## src/rtl/xgmii_decoder.sv

```systemverilog
// xgmii_decoder: 10GBASE-R receive 64b/66b block decoder producing two XGMII words per block
module xgmii_decoder #(
  parameter int DATA_WIDTH = 32,
  parameter int CTRL_WIDTH = DATA_WIDTH / 8,
  parameter int HDR_WIDTH  = 2
) (
  input  logic                  i_clk,
  input  logic                  i_reset,
  input  logic [DATA_WIDTH-1:0] i_encoded_data,
  input  logic [HDR_WIDTH-1:0]  i_sync_hdr,
  input  logic                  i_hdr_valid,
  input  logic                  i_data_valid,
  output logic [DATA_WIDTH-1:0] o_xgmii_rxd,
  output logic [CTRL_WIDTH-1:0] o_xgmii_rxc,
  output logic                  o_xgmii_valid,
  output logic                  o_decoding_err
);
  typedef enum logic {WAIT_LO, WAIT_HI} coll_t;
  typedef enum logic {IDLE, FRAME} frame_t;
  typedef enum logic [2:0] {K_C, K_S, K_D, K_T, K_E} kind_t;
  // Terminate block type for T_k sits in byte k
  localparam logic [63:0] T_TYPES = {8'hFF, 8'hE1, 8'hD2, 8'hCC, 8'hB4, 8'hAA, 8'h99, 8'h87};

  function automatic logic [8:0] map_code(input logic [6:0] c);
    return c == 7'h00 ? 9'h007 : c == 7'h06 ? 9'h006 : c == 7'h1E ? 9'h0FE :
           c == 7'h2D ? 9'h01C : c == 7'h33 ? 9'h03C : c == 7'h4B ? 9'h07C :
           c == 7'h55 ? 9'h0BC : c == 7'h66 ? 9'h0DC : c == 7'h78 ? 9'h0F7 : 9'h1FE;
  endfunction

  coll_t        st;
  frame_t       fs;
  logic [1:0]   hdr_q, blk_hdr;
  logic [31:0]  lo_q, hi_d;
  logic [3:0]   hi_c;
  logic [63:0]  blk, d, pd;
  logic [7:0]   c;
  logic         pend, hi_pend, code_err, bad, coll_err;
  kind_t        kind;
  logic [8:0]   mc [8];

  always_comb begin
    pd = {8'h00, blk[63:8]};
    for (int i = 0; i < 8; i++) mc[i] = map_code(blk[8+7*i +: 7]);
    d = {8{8'hFE}};
    c = 8'hFF;
    kind = K_E;
    code_err = 1'b0;
    if (blk_hdr == 2'b01) begin
      d = blk;
      c = 8'h00;
      kind = K_D;
    end else if (blk_hdr == 2'b10) begin
      if (blk[7:0] == 8'h1E) begin
        kind = K_C;
        for (int i = 0; i < 8; i++) begin
          d[8*i +: 8] = mc[i][7:0];
          code_err = code_err | mc[i][8];
        end
      end else if (blk[7:0] == 8'h78) begin
        d = {blk[63:8], 8'hFB};
        c = 8'h01;
        kind = K_S;
      end else if (blk[7:0] == 8'h33) begin
        d = {blk[63:40], 8'hFB, mc[3][7:0], mc[2][7:0], mc[1][7:0], mc[0][7:0]};
        c = 8'h1F;
        kind = K_S;
        code_err = mc[0][8] | mc[1][8] | mc[2][8] | mc[3][8];
      end else begin
        for (int k = 0; k < 8; k++) begin
          if (blk[7:0] == T_TYPES[8*k +: 8]) begin
            kind = K_T;
            for (int j = 0; j < 8; j++) begin
              d[8*j +: 8] = j < k ? pd[8*j +: 8] : j == k ? 8'hFD : 8'h07;
              c[j] = j >= k;
            end
          end
        end
      end
    end
    bad = kind == K_E || (fs == FRAME ? (kind == K_S || kind == K_C) : (kind == K_D || kind == K_T));
    coll_err = i_data_valid && (st == WAIT_LO ? !i_hdr_valid : i_hdr_valid);
  end

  always_ff @(posedge i_clk) begin
    if (i_reset) begin
      st <= WAIT_LO;
      fs <= IDLE;
      pend <= 1'b0;
      hi_pend <= 1'b0;
      o_xgmii_rxd <= 32'h07070707;
      o_xgmii_rxc <= 4'hF;
      o_xgmii_valid <= 1'b0;
      o_decoding_err <= 1'b0;
    end else begin
      o_decoding_err <= coll_err || (pend && (bad || code_err));
      pend <= 1'b0;
      // a header beat always starts a fresh block, abandoning any partial one
      if (i_data_valid) begin
        if (i_hdr_valid) begin
          hdr_q <= i_sync_hdr;
          lo_q <= i_encoded_data;
          st <= WAIT_HI;
        end else if (st == WAIT_HI) begin
          blk_hdr <= hdr_q;
          blk <= {i_encoded_data, lo_q};
          pend <= 1'b1;
          st <= WAIT_LO;
        end
      end
      if (pend) begin
        o_xgmii_rxd <= bad ? 32'hFEFEFEFE : d[31:0];
        o_xgmii_rxc <= bad ? 4'hF : c[3:0];
        hi_d <= bad ? 32'hFEFEFEFE : d[63:32];
        hi_c <= bad ? 4'hF : c[7:4];
        hi_pend <= 1'b1;
        o_xgmii_valid <= 1'b1;
        fs <= (kind == K_S || (fs == FRAME && kind == K_D)) ? FRAME : IDLE;
      end else begin
        hi_pend <= 1'b0;
        o_xgmii_valid <= hi_pend;
        if (hi_pend) begin
          o_xgmii_rxd <= hi_d;
          o_xgmii_rxc <= hi_c;
        end
      end
    end
  end
endmodule

```

## config.mk

```make
export PLATFORM = sky130hd
export DESIGN_NAME = xgmii_decoder
export DESIGN_NICKNAME = d
export VERILOG_FILES = /design/src/rtl/xgmii_decoder.sv
export SDC_FILE = /design/constraint.sdc
export NUM_CORES = 1
export LEC_CHECK = 0
export CAP_MARGIN = 20
export CORE_UTILIZATION = 40
export CTS_CLUSTER_DIAMETER = 200
export DETAILED_ROUTE_END_ITERATION = 16
export MAX_ROUTING_LAYER = met4
export PLACE_DENSITY = 0.63
export SLEW_MARGIN = 20
export SYNTH_ARGS = -nofsm -noshare
export SYNTH_HDL_FRONTEND = slang
export SYNTH_SLANG_ARGS = --single-unit
```

## constraint.sdc

```tcl
create_clock -name i_clk -period 10 [get_ports i_clk]
set_input_delay 2 -clock i_clk [delete_from_list [all_inputs] [get_ports i_clk]]
set_output_delay 2 -clock i_clk [all_outputs]
set_load 0.01 [all_outputs]
```

## Word level (Yosys, flattened, before mapping)

Index checks and enable logic that the tools add are counted.

| word-level totals | value |
|---|---|
| flip-flop bits (word level) | 178 |
| word-level logic and storage cells | 257 |

| operators by class | value |
|---|---|
| equal/unequal tests | 81 |
| reduce and logical (&&, ||, !) cells | 24 |
| bitwise operators | 10 |
| mux-type cells | 128 |

Operators by type and width:

| cell | number |
|---|---|
| $mux 64 | 13 |
| $mux 9 | 72 |
| $eq 7x7->1 const B | 32 |
| $eq 7x6->1 const B | 16 |
| $mux 32 | 3 |
| $mux 8 | 11 |
| $eq 8x8->1 const B | 8 |
| $eq 7x3->1 const B | 8 |
| $eq 7x5->1 const B | 8 |
| $logic_not 7->1 | 8 |
| $mux 3 | 13 |
| $mux 1 | 13 |
| $mux 4 | 3 |
| $eq 8x5->1 const B | 1 |
| $eq 8x6->1 const B | 1 |
| $eq 8x7->1 const B | 1 |
| $or 1x1->1 | 7 |
| $eq 3x2->1 const B | 2 |
| $logic_or 1x1->1 | 6 |
| $reduce_and 4->1 | 1 |
| $eq 3x1->1 const B | 1 |
| $eq 3x3->1 const B | 1 |
| $logic_and 1x1->1 | 3 |
| $logic_not 3->1 | 1 |
| other kinds (8) | 10 |

## Depth between registers and ports, before layout

Gate-level depths: netlist of run 1.

| depth | value |
|---|---|
| word-level depth | 23 |
| depth in mapped cells | 11 |
| mapped depth without buffers | 7 |

## Worst setup path before layout of run 1

OpenSTA, ideal clock, no wires.

| timing path | value |
|---|---|
| path type | in2reg |
| start | in i_reset |
| end | reg blk[0], enable pin |
| slack | 0.799 ns |
| arrival time | 8.546 ns |
| stages on the path | 2 |
| library setup time | 0.656 ns |
| buffers on the path | 1 |
| path through | clkbuf_1 -> nor4bb_1 |

| on the way | value |
|---|---|
| word-level cells in the longest chain between the ends | 2 |

RTL lines:

| element | RTL line | RTL |
|---|---|---|
| start: declaration | 8 | `input logic i_reset,` |
| $not 1->1 (no line) | -- |  |
| $reduce_and 4->1 (no line) | -- |  |
| end signal: assignment | 105 | `blk <= {i_encoded_data, lo_q};` |
| end: declaration | 35 | `logic [63:0] blk, d, pd;` |

Every way passes these cells.
A chain may end at the register's enable or synchronous reset.

==> reports/summary.txt, run 1 <==
CRITICAL PATH
--------------------------------------------------------------------------------
Critical path's top delay family                                    buffers and inverters
CP cell instances                                                   clkdlybuf4s50_1, inv_1, nand2_1, inv_1, buf_4, nand2_1, o211ai_1
Worst setup path endpoint                                           o_xgmii_rxd[7]$_SDFFE_PP0P_
Number of buffers and inverters on the critical path                           4
Number of cells on the worst reg-to-reg path                                   7
Arrival time at the worst endpoint                                       4.76 ns
Slowest cell on the critical path                                   sky130_fd_sc_hd__inv_1
Peak per-stage delay on the critical path                                0.60 ns
Critical path class                                                 input pin to flop
Capture instance of the worst register-to-register path             hi_d[18]$_SDFFCE_PP1P_
CP Max Fanout                                                                 19
Category of the worst setup path capture point                              flop
Data required, critical path                                            10.37 ns
Reg2Reg Setup Slack                                                      6.05 ns
Worst setup path start                                                   i_reset
Number of gates on the worst path with buffers counted                         7
Setup crit start kind                                                  input pin
Startpoint of the worst register-to-register path                   blk[5]$_DFFE_PP_

FLOORPLANNING
--------------------------------------------------------------------------------
Starting Density                                                           40.7%
DIE AREA                                                              27,100 um2
# IOs                                                                         76
Die Width                                                                 165 um
Core Footprint                                                        26,000 um2
# rows                                                                        59
Die height                                                                165 um

PWR
--------------------------------------------------------------------------------
Pwr Total                                                              0.00155 W
Switching power share of the total                                         24.4%
Combinational group share of total power                                    3.8%
Part of the total power dissipated in sequential elements                  52.7%
Net load switching power                                              0.000379 W
Internal cell power                                                    0.00117 W
PwrDens                                                               130 nW/um2
Clock network power share                                                  43.5%
Maximum vdd drop                                                         94.0 uV
Leak pwr                                                                 3.79 nW

SYNTHESIS
--------------------------------------------------------------------------------
Seq/Total Area, Yosys                                                      46.6%
Number of instances in the synthesized netlist                             1,072
Count of cell types in the netlist                                            92
Synth async-reset ratio                                                       0%
Synthesis-stage register bit count                                           178
Synthesized area divided by synthesized cell count                      9.86 um2
Number of enable-type register cells in the synthesized netlist              136
Top cell type by total area after synthesis                         sky130_fd_sc_hd__edfxtp_1
Mapped Nets                                                                1,110
Largest cells by area after synthesis                               sky130_fd_sc_hd__edfxtp_1, sky130_fd_sc_hd__dfxtp_1, sky130_fd_sc_hd__nor4bb_1, sky130_fd_sc_hd__o21ai_0, sky130_fd_sc_hd__a21oi_1
Dominant synthesized flop cell                                      sky130_fd_sc_hd__edfxtp_1
Fraction of post-synthesis cell area in the top cell type by area          38.6%
Number of warnings printed during yosys synthesis                              0
Cell Area, Synth                                                      10,600 um2

DETAILED ROUTING
--------------------------------------------------------------------------------
Routed WL                                                                34.5 mm
WL per Instance                                                          24.2 um
Pre-Repair DR Iteration Count                                                  8
Vias/cell                                                                   6.40
Residual DRC                                                                   0
Via count                                                                  9,144
1st-iter DRT viols                                                         1,306
Antenna violation net count after detailed routing                             0

GRT
--------------------------------------------------------------------------------
Vias in the first global route                                             8,326
Pin count of the biggest net entering global routing                          67
Total global routing overflow                                                  0
Combined global-route utilization of all metal layers                      26.6%
Initial antenna violation count                                                0
First-pass GRT wire length                                               52.0 mm

TIMING
--------------------------------------------------------------------------------
Setup violations, final                                                        0
Unrepaired setup endpoints after global routing                            false
Worst clock skew                                                      0.00866 ns
Count of final hold-check violations                                           0
Setup TNS                                                                   0 ns
Hold Slack                                                              0.419 ns
Share of the clock period used by the worst path                           44.0%
Worst slew margin relative to its limit                                    28.0%
Time the final worst path needs with I/O delays and setup                4.40 ns
Max Fclk                                                               0.228 GHz
Slew at the pin with the worst max-slew slack                            1.08 ns
Final-report max-slew violation count                                          0

PLACED DESIGN
--------------------------------------------------------------------------------
RD Place Congestion                                                         1.02
Placed wire-length estimate                                              24.5 mm
Standard cell area after detailed placement                           11,400 um2
# port buffers                                                                75

CLOCK NETWORK
--------------------------------------------------------------------------------
Post-cts hold buffer count                                                     0
Number of buffers on the longest clock path                                    2
Clock buffer count from CTS                                                   17
Worst-Skew Late Latency                                                  0.44 ns
Clock Tree Root                                                     sky130_fd_sc_hd__clkbuf_16
# Post-CTS Setup Buffers                                                       0
Clock tree from TritonCTS                                                  built
Clk sink count                                                               178
Post-cts sizing count                                                          0
Total number of H-tree levels                                                  4
Clock-pin transition on the worst setup and hold timing paths            0.07 ns

FINAL LAYOUT
--------------------------------------------------------------------------------
Number of filler instances in the final layout                             2,467
Final net count                                                            1,118
Register area                                                           4930 um2
Finished Core Util                                                         46.1%
Footprint of the multi-input gates                                      5110 um2
Area growth from synthesis to layout                                       13.4%
Area of all placed cells without fillers                              12,000 um2
Count of antenna diodes in the layout                                          0
Most common cell after layout, fill and taps aside                  sky130_fd_sc_hd__edfxtp_1
Top library cells by usage in the layout, fill and taps aside       sky130_fd_sc_hd__edfxtp_1, sky130_fd_sc_hd__nand2_1, sky130_fd_sc_hd__o21ai_0, sky130_fd_sc_hd__clkdlybuf4s50_1, sky130_fd_sc_hd__nor2_1
Ratio of cells with drive above 1 in the final layout                      8.51%

RUN
--------------------------------------------------------------------------------
Number of maximum-capacitance constraint violations                            0

OUTCOME
--------------------------------------------------------------------------------
Outcome                                                             finished clean

WORST HOLD PATH
--------------------------------------------------------------------------------
Worst min path class                                                flop to flop

==> cell type report <==
class / count / area share [%]
Sequential cell: 178 / 41.1
Clock buffer: 17 / 3.55
Timing Repair Buffer: 88 / 7.08
Clock inverter: 15 / 1.41
Multi-Input combinational cell: 771 / 42.6
Tap cell: 335 / 3.50
Inverter: 24 / 0.751
==> per-layer routing <==
| metal | global-route usage [%] | routed length [um] | part of all wire [%] | vias up |
|---|---|---|---|---|
| li1 | - | - | - | 4198 |
| met1 | 37.3 | 15300 | 44 | 4382 |
| met2 | 37.5 | 14900 | 43 | 499 |
| met3 | 5.17 | 3170 | 9.2 | 65 |
| met4 | 10.7 | 1210 | 3.5 | 0 |
| met5 | - | 0 | 0 | - |
==> cells in the mapped netlist, drive strengths merged (10+ instances only) <==
cell type	n
a211oi	14
a21oi	66
a221oi	10
a22oi	11
a31oi	22
buf	39
clkbuf	60
dfxtp	42
edfxtp	136
inv	24
mux2i	23
nand2	84
nand2b	15
nand3	21
nand4	15
nor2	69
nor2b	23
nor3	20
nor4bb	41
o211ai	21
o21ai	87
o221ai	14
o22ai	23
==> through the flow <==
| step | setup slack (ns) | instances |
|---|---|---|
| floorplan | 0.799 | 1072 |
| global placement | 5.33 | 1396 |
| detailed placement | 5.18 | 1396 |
| CTS | 5.62 | 1428 |
| global route | 5.38 | 1428 |
| finish | 5.60 | 1428 |
==> sequential cells by signal, summed over array words and instances, names as in the netlist <==
signal	cells
fs	1
hi_c	4
o_xgmii_rxc	4
hdr_q	2
hi_d	32
o_xgmii_valid	1
blk	64
blk_hdr	2
pend	1
hi_pend	1
o_xgmii_rxd	32
lo_q	32
o_decoding_err	1
st	1
==> worst min-delay path by stage <==
| stage | from | endpoint | slack [ns] | cells after the start |
|---|---|---|---|---|
| floorplan | lo_q[0]$_DFFE_PP_ | blk[0]$_DFFE_PP_ | 0.40 | 0 |
| global placement | lo_q[0]$_DFFE_PP_ | blk[0]$_DFFE_PP_ | 0.40 | 0 |
| detailed placement | lo_q[14]$_DFFE_PP_ | blk[14]$_DFFE_PP_ | 0.40 | 0 |
| CTS | lo_q[25]$_DFFE_PP_ | blk[25]$_DFFE_PP_ | 0.42 | 0 |
| global route | hdr_q[1]$_DFFE_PP_ | blk_hdr[1]$_DFFE_PP_ | 0.43 | 0 |
| finish | lo_q[14]$_DFFE_PP_ | blk[14]$_DFFE_PP_ | 0.42 | 0 |
==> worst register-to-register path, delay by kind of cell (launching register included) <==
kind,cells,cell delay (ns)
DFF,1,0.81
AOI/OAI and AO/OA,5,2.28
and+or+nand+nor,2,0.58
==> power by group through the flow <==
stage	sequential [W]	clock, W	combinational [W]
detailed placement	0.000835	0	0.0000587
global route	0.000820	0.000710	0.0000637
CTS	0.000818	0.000683	0.0000590
global placement	0.000835	0	0.0000579
finish	0.000819	0.000676	0.0000588
floorplan	0.000830	0	0.0000281
==> cells by family after synthesis <==
| group | after synthesis | synth area share [%] |
|---|---|---|
| AND/OR/NAND/NOR | 379 | 21.8 |
| AO/OA/AOI/OAI | 349 | 22.3 |
| flip-flops | 178 | 46.6 |
| buffers and inverters | 123 | 5.23 |
| multiplexers | 32 | 3.14 |
| XOR/XNOR | 11 | 0.982 |
(Power assumes the default switching activity.)
==> run 2, diff against run 1 <==
- PLACE_DENSITY: 0.63 -> 0.65
- clock period: 10 -> 3.6 ns (I/O delays scaled with it)
==> reports/summary.txt, run 2 (synthesis gave the netlist of run 1 again) <==
FINAL LAYOUT
----------------------------------------------------------------------------------
Final net count                                                              1,143   +2.2%
Most common cell after layout, fill and taps aside                    sky130_fd_sc_hd__edfxtp_1
Area growth from synthesis to layout                                         15.5%
Area of all placed cells without fillers                                12,200 um2   +1.8%
Register name with the most flops                                              blk
Number of filler instances in the final layout                               2,450   -0.69%
Post-Layout Cell Count                                                       1,454   +1.8%
Ratio of cells with drive above 1 in the final layout                        10.5%   +2.0 points
Flip-flop count of the largest register, all copies and words added             64   unchanged
Top library cells by usage in the layout, fill and taps aside         sky130_fd_sc_hd__edfxtp_1, sky130_fd_sc_hd__nand2_1, sky130_fd_sc_hd__o21ai_0, sky130_fd_sc_hd__clkdlybuf4s50_1, sky130_fd_sc_hd__nor2_1

CLOCK NETWORK
----------------------------------------------------------------------------------
Clock Tree Root                                                       sky130_fd_sc_hd__clkbuf_16
Clock-pin transition on the worst setup and hold timing paths              0.07 ns   about the same
Post-cts sizing count                                                            0   unchanged
Total number of H-tree levels                                                    4   unchanged
Post-cts hold buffer count                                                       0   unchanged
# Post-CTS Setup Buffers                                                         0   unchanged
Clock buffer count from CTS                                                     17   unchanged
Clock tree from TritonCTS                                                    built
Worst-Skew Late Latency                                                    0.44 ns   about the same
Number of buffers on the longest clock path                                      2   unchanged
Clk sink count                                                                 178   unchanged

DETAILED ROUTING
----------------------------------------------------------------------------------
Via count                                                                    9,411   +2.9%
WL per Instance                                                            24.8 um   +2.7%
Pre-Repair DR Iteration Count                                                    9   +1
Routed WL                                                                  36.1 mm   +4.6%
Vias/cell                                                                     6.47   +1.1%
Residual DRC                                                                     0   unchanged
Antenna violation net count after detailed routing                               0   unchanged
1st-iter DRT viols                                                           1,158   -11%

PLACED DESIGN
----------------------------------------------------------------------------------
Placed wire-length estimate                                                26.6 mm   +8.5%
# port buffers                                                                  75   unchanged
Placed Cells                                                                 1,420   +1.7%
RD Place Congestion                                                           1.04   +1.9%
Standard cell area after detailed placement                             11,600 um2   +1.8%

GRT
----------------------------------------------------------------------------------
Vias in the first global route                                               8,546   +2.6%
Combined global-route utilization of all metal layers                        27.8%   +1.1 points
Initial antenna violation count                                                  2   +2
Total global routing overflow                                                    0   unchanged
Pin count of the biggest net entering global routing                            67   unchanged
First-pass GRT wire length                                                 53.9 mm   +3.6%

FLOORPLANNING
----------------------------------------------------------------------------------
# IOs                                                                           76   unchanged
Die Width                                                                   165 um   unchanged
Die height                                                                  165 um   unchanged
Core Footprint                                                          26,000 um2   unchanged
Starting Density                                                             40.7%   unchanged
DIE AREA                                                                27,100 um2   unchanged
# rows                                                                          59   unchanged

TIMING
----------------------------------------------------------------------------------
Setup TNS                                                                     0 ns   unchanged
Max Fclk                                                                 0.321 GHz
Share of the clock period used by the worst path                             86.5%
Count of final hold-check violations                                             0   unchanged
Final-report max-slew violation count                                            0   unchanged
Slew at the pin with the worst max-slew slack                             0.970 ns   -0.109 ns
Unrepaired setup endpoints after global routing                              false
Worst slew margin relative to its limit                                      35.2%   +7.2 points
Time the final worst path needs with I/O delays and setup                  3.11 ns
Worst clock skew                                                         0.0122 ns   +0.00351 ns
Setup violations, final                                                          0   unchanged

CRITICAL PATH
----------------------------------------------------------------------------------
Critical path class                                                   flop to flop
Number of cells on the worst reg-to-reg path                                     7   unchanged
Setup crit start kind                                                         flop
Category of the worst setup path capture point                                flop
Worst setup path start                                                blk[1]$_DFFE_PP_
Data required, critical path                                               3.80 ns   -6.57 ns
Reg2Reg Setup Slack                                                        0.49 ns   -5.56 ns
Capture instance of the worst register-to-register path               hi_d[11]$_SDFFCE_PP1P_
Worst setup path endpoint                                             hi_d[11]$_SDFFCE_PP1P_
Startpoint of the worst register-to-register path                     blk[1]$_DFFE_PP_
CP Max Fanout                                                                   25   +6
Arrival time at the worst endpoint                                         3.31 ns   -1.45 ns

PWR
----------------------------------------------------------------------------------
Part of the total power dissipated in sequential elements                    51.8%   -0.9 points
Combinational group share of total power                                      3.9%   about the same
Clock network power share                                                    44.2%   +0.7 points
Net load switching power                                                 0.00100 W   +160%
Pwr Total                                                                0.00438 W   +180%
Switching power share of the total                                           22.9%   -1.5 points
Internal cell power                                                      0.00338 W   +190%
Leak pwr                                                                   3.93 nW   +3.5%
Maximum vdd drop                                                            257 uV   +170%
PwrDens                                                                 359 nW/um2   +180%

RUN
----------------------------------------------------------------------------------
Number of maximum-capacitance constraint violations                              0   unchanged

WORST HOLD PATH
----------------------------------------------------------------------------------
Worst min path class                                                  flop to flop

OUTCOME
----------------------------------------------------------------------------------
Outcome                                                               finished clean

## run 2: cell count changes in the layout (fill, tap and decap cells not counted)
cell                         before  now
sky130_fd_sc_hd__buf_4           13   36
sky130_fd_sc_hd__clkinv_8         4    1
sky130_fd_sc_hd__clkbuf_1         0    1
sky130_fd_sc_hd__buf_12           0    2
sky130_fd_sc_hd__bufinv_16        0    2
sky130_fd_sc_hd__diode_2          0    1
sky130_fd_sc_hd__clkinvlp_4       1    2
sky130_fd_sc_hd__inv_12           1    0
## run 2: worst max-delay path, stage by stage, from the launching register on
cell,delay (ns)
sky130_fd_sc_hd__edfxtp_1,0.71
sky130_fd_sc_hd__and4bb_2,0.42
sky130_fd_sc_hd__and2_1,0.20
sky130_fd_sc_hd__nor2_1,0.61
sky130_fd_sc_hd__buf_4,0.27
sky130_fd_sc_hd__o21ai_0,0.08
sky130_fd_sc_hd__o22a_1,0.22
sky130_fd_sc_hd__o21ai_1,0.36
## run 2: power by group through the flow
stage               Combinational, W  Clock (W)  Sequential, W
finish                      0.000172    0.00194        0.00227
global route                0.000186    0.00203        0.00228
CTS                         0.000173    0.00195        0.00227
detailed placement          0.000172          0        0.00232
global placement            0.000170          0        0.00232
floorplan                  0.0000795          0        0.00230
## run 2: worst min-delay path by stage
stage | from | endpoint | depth (start not counted)
2_1_floorplan | lo_q[0]$_DFFE_PP_ | blk[0]$_DFFE_PP_ | 0
3_3_place_gp | lo_q[5]$_DFFE_PP_ | blk[5]$_DFFE_PP_ | 0
3_5_place_dp | lo_q[16]$_DFFE_PP_ | blk[16]$_DFFE_PP_ | 0
4_1_cts | lo_q[7]$_DFFE_PP_ | blk[7]$_DFFE_PP_ | 0
5_1_grt | lo_q[7]$_DFFE_PP_ | blk[7]$_DFFE_PP_ | 0
6_report | lo_q[17]$_DFFE_PP_ | blk[17]$_DFFE_PP_ | 0
## run 2: stage by stage
step	hold slack [ns]	setup slack (ns)	util [%]
3_3_place_gp	0.402	0.330	44.6
4_1_cts	0.417	0.261	46.9
6_report	0.422	0.487	47.0
3_5_place_dp	0.405	0.292	44.6
2_1_floorplan	0.400	0.0162	-
5_1_grt	0.425	0.302	47.0
## run 2: per-layer routing
metal	GRT usage, %	share of wire [%]	vias to the layer above
li1	-	-	4258
met1	38.2	43	4511
met2	41.4	45	564
met3	4.57	9.3	78
met4	9.38	3.2	0
met5	-	0	-
## run 2: final cells by class
type	count	area, um2	share of cell area, %
Multi-Input combinational cell	771	5110	41.9
Sequential cell	178	4930	40.3
Timing Repair Buffer	113	1060	8.69
Clock buffer	18	429	3.52
Tap cell	335	419	3.43
Clock inverter	14	171	1.40
Inverter	24	90.1	0.738
Antenna cell	1	2.50	0.0205
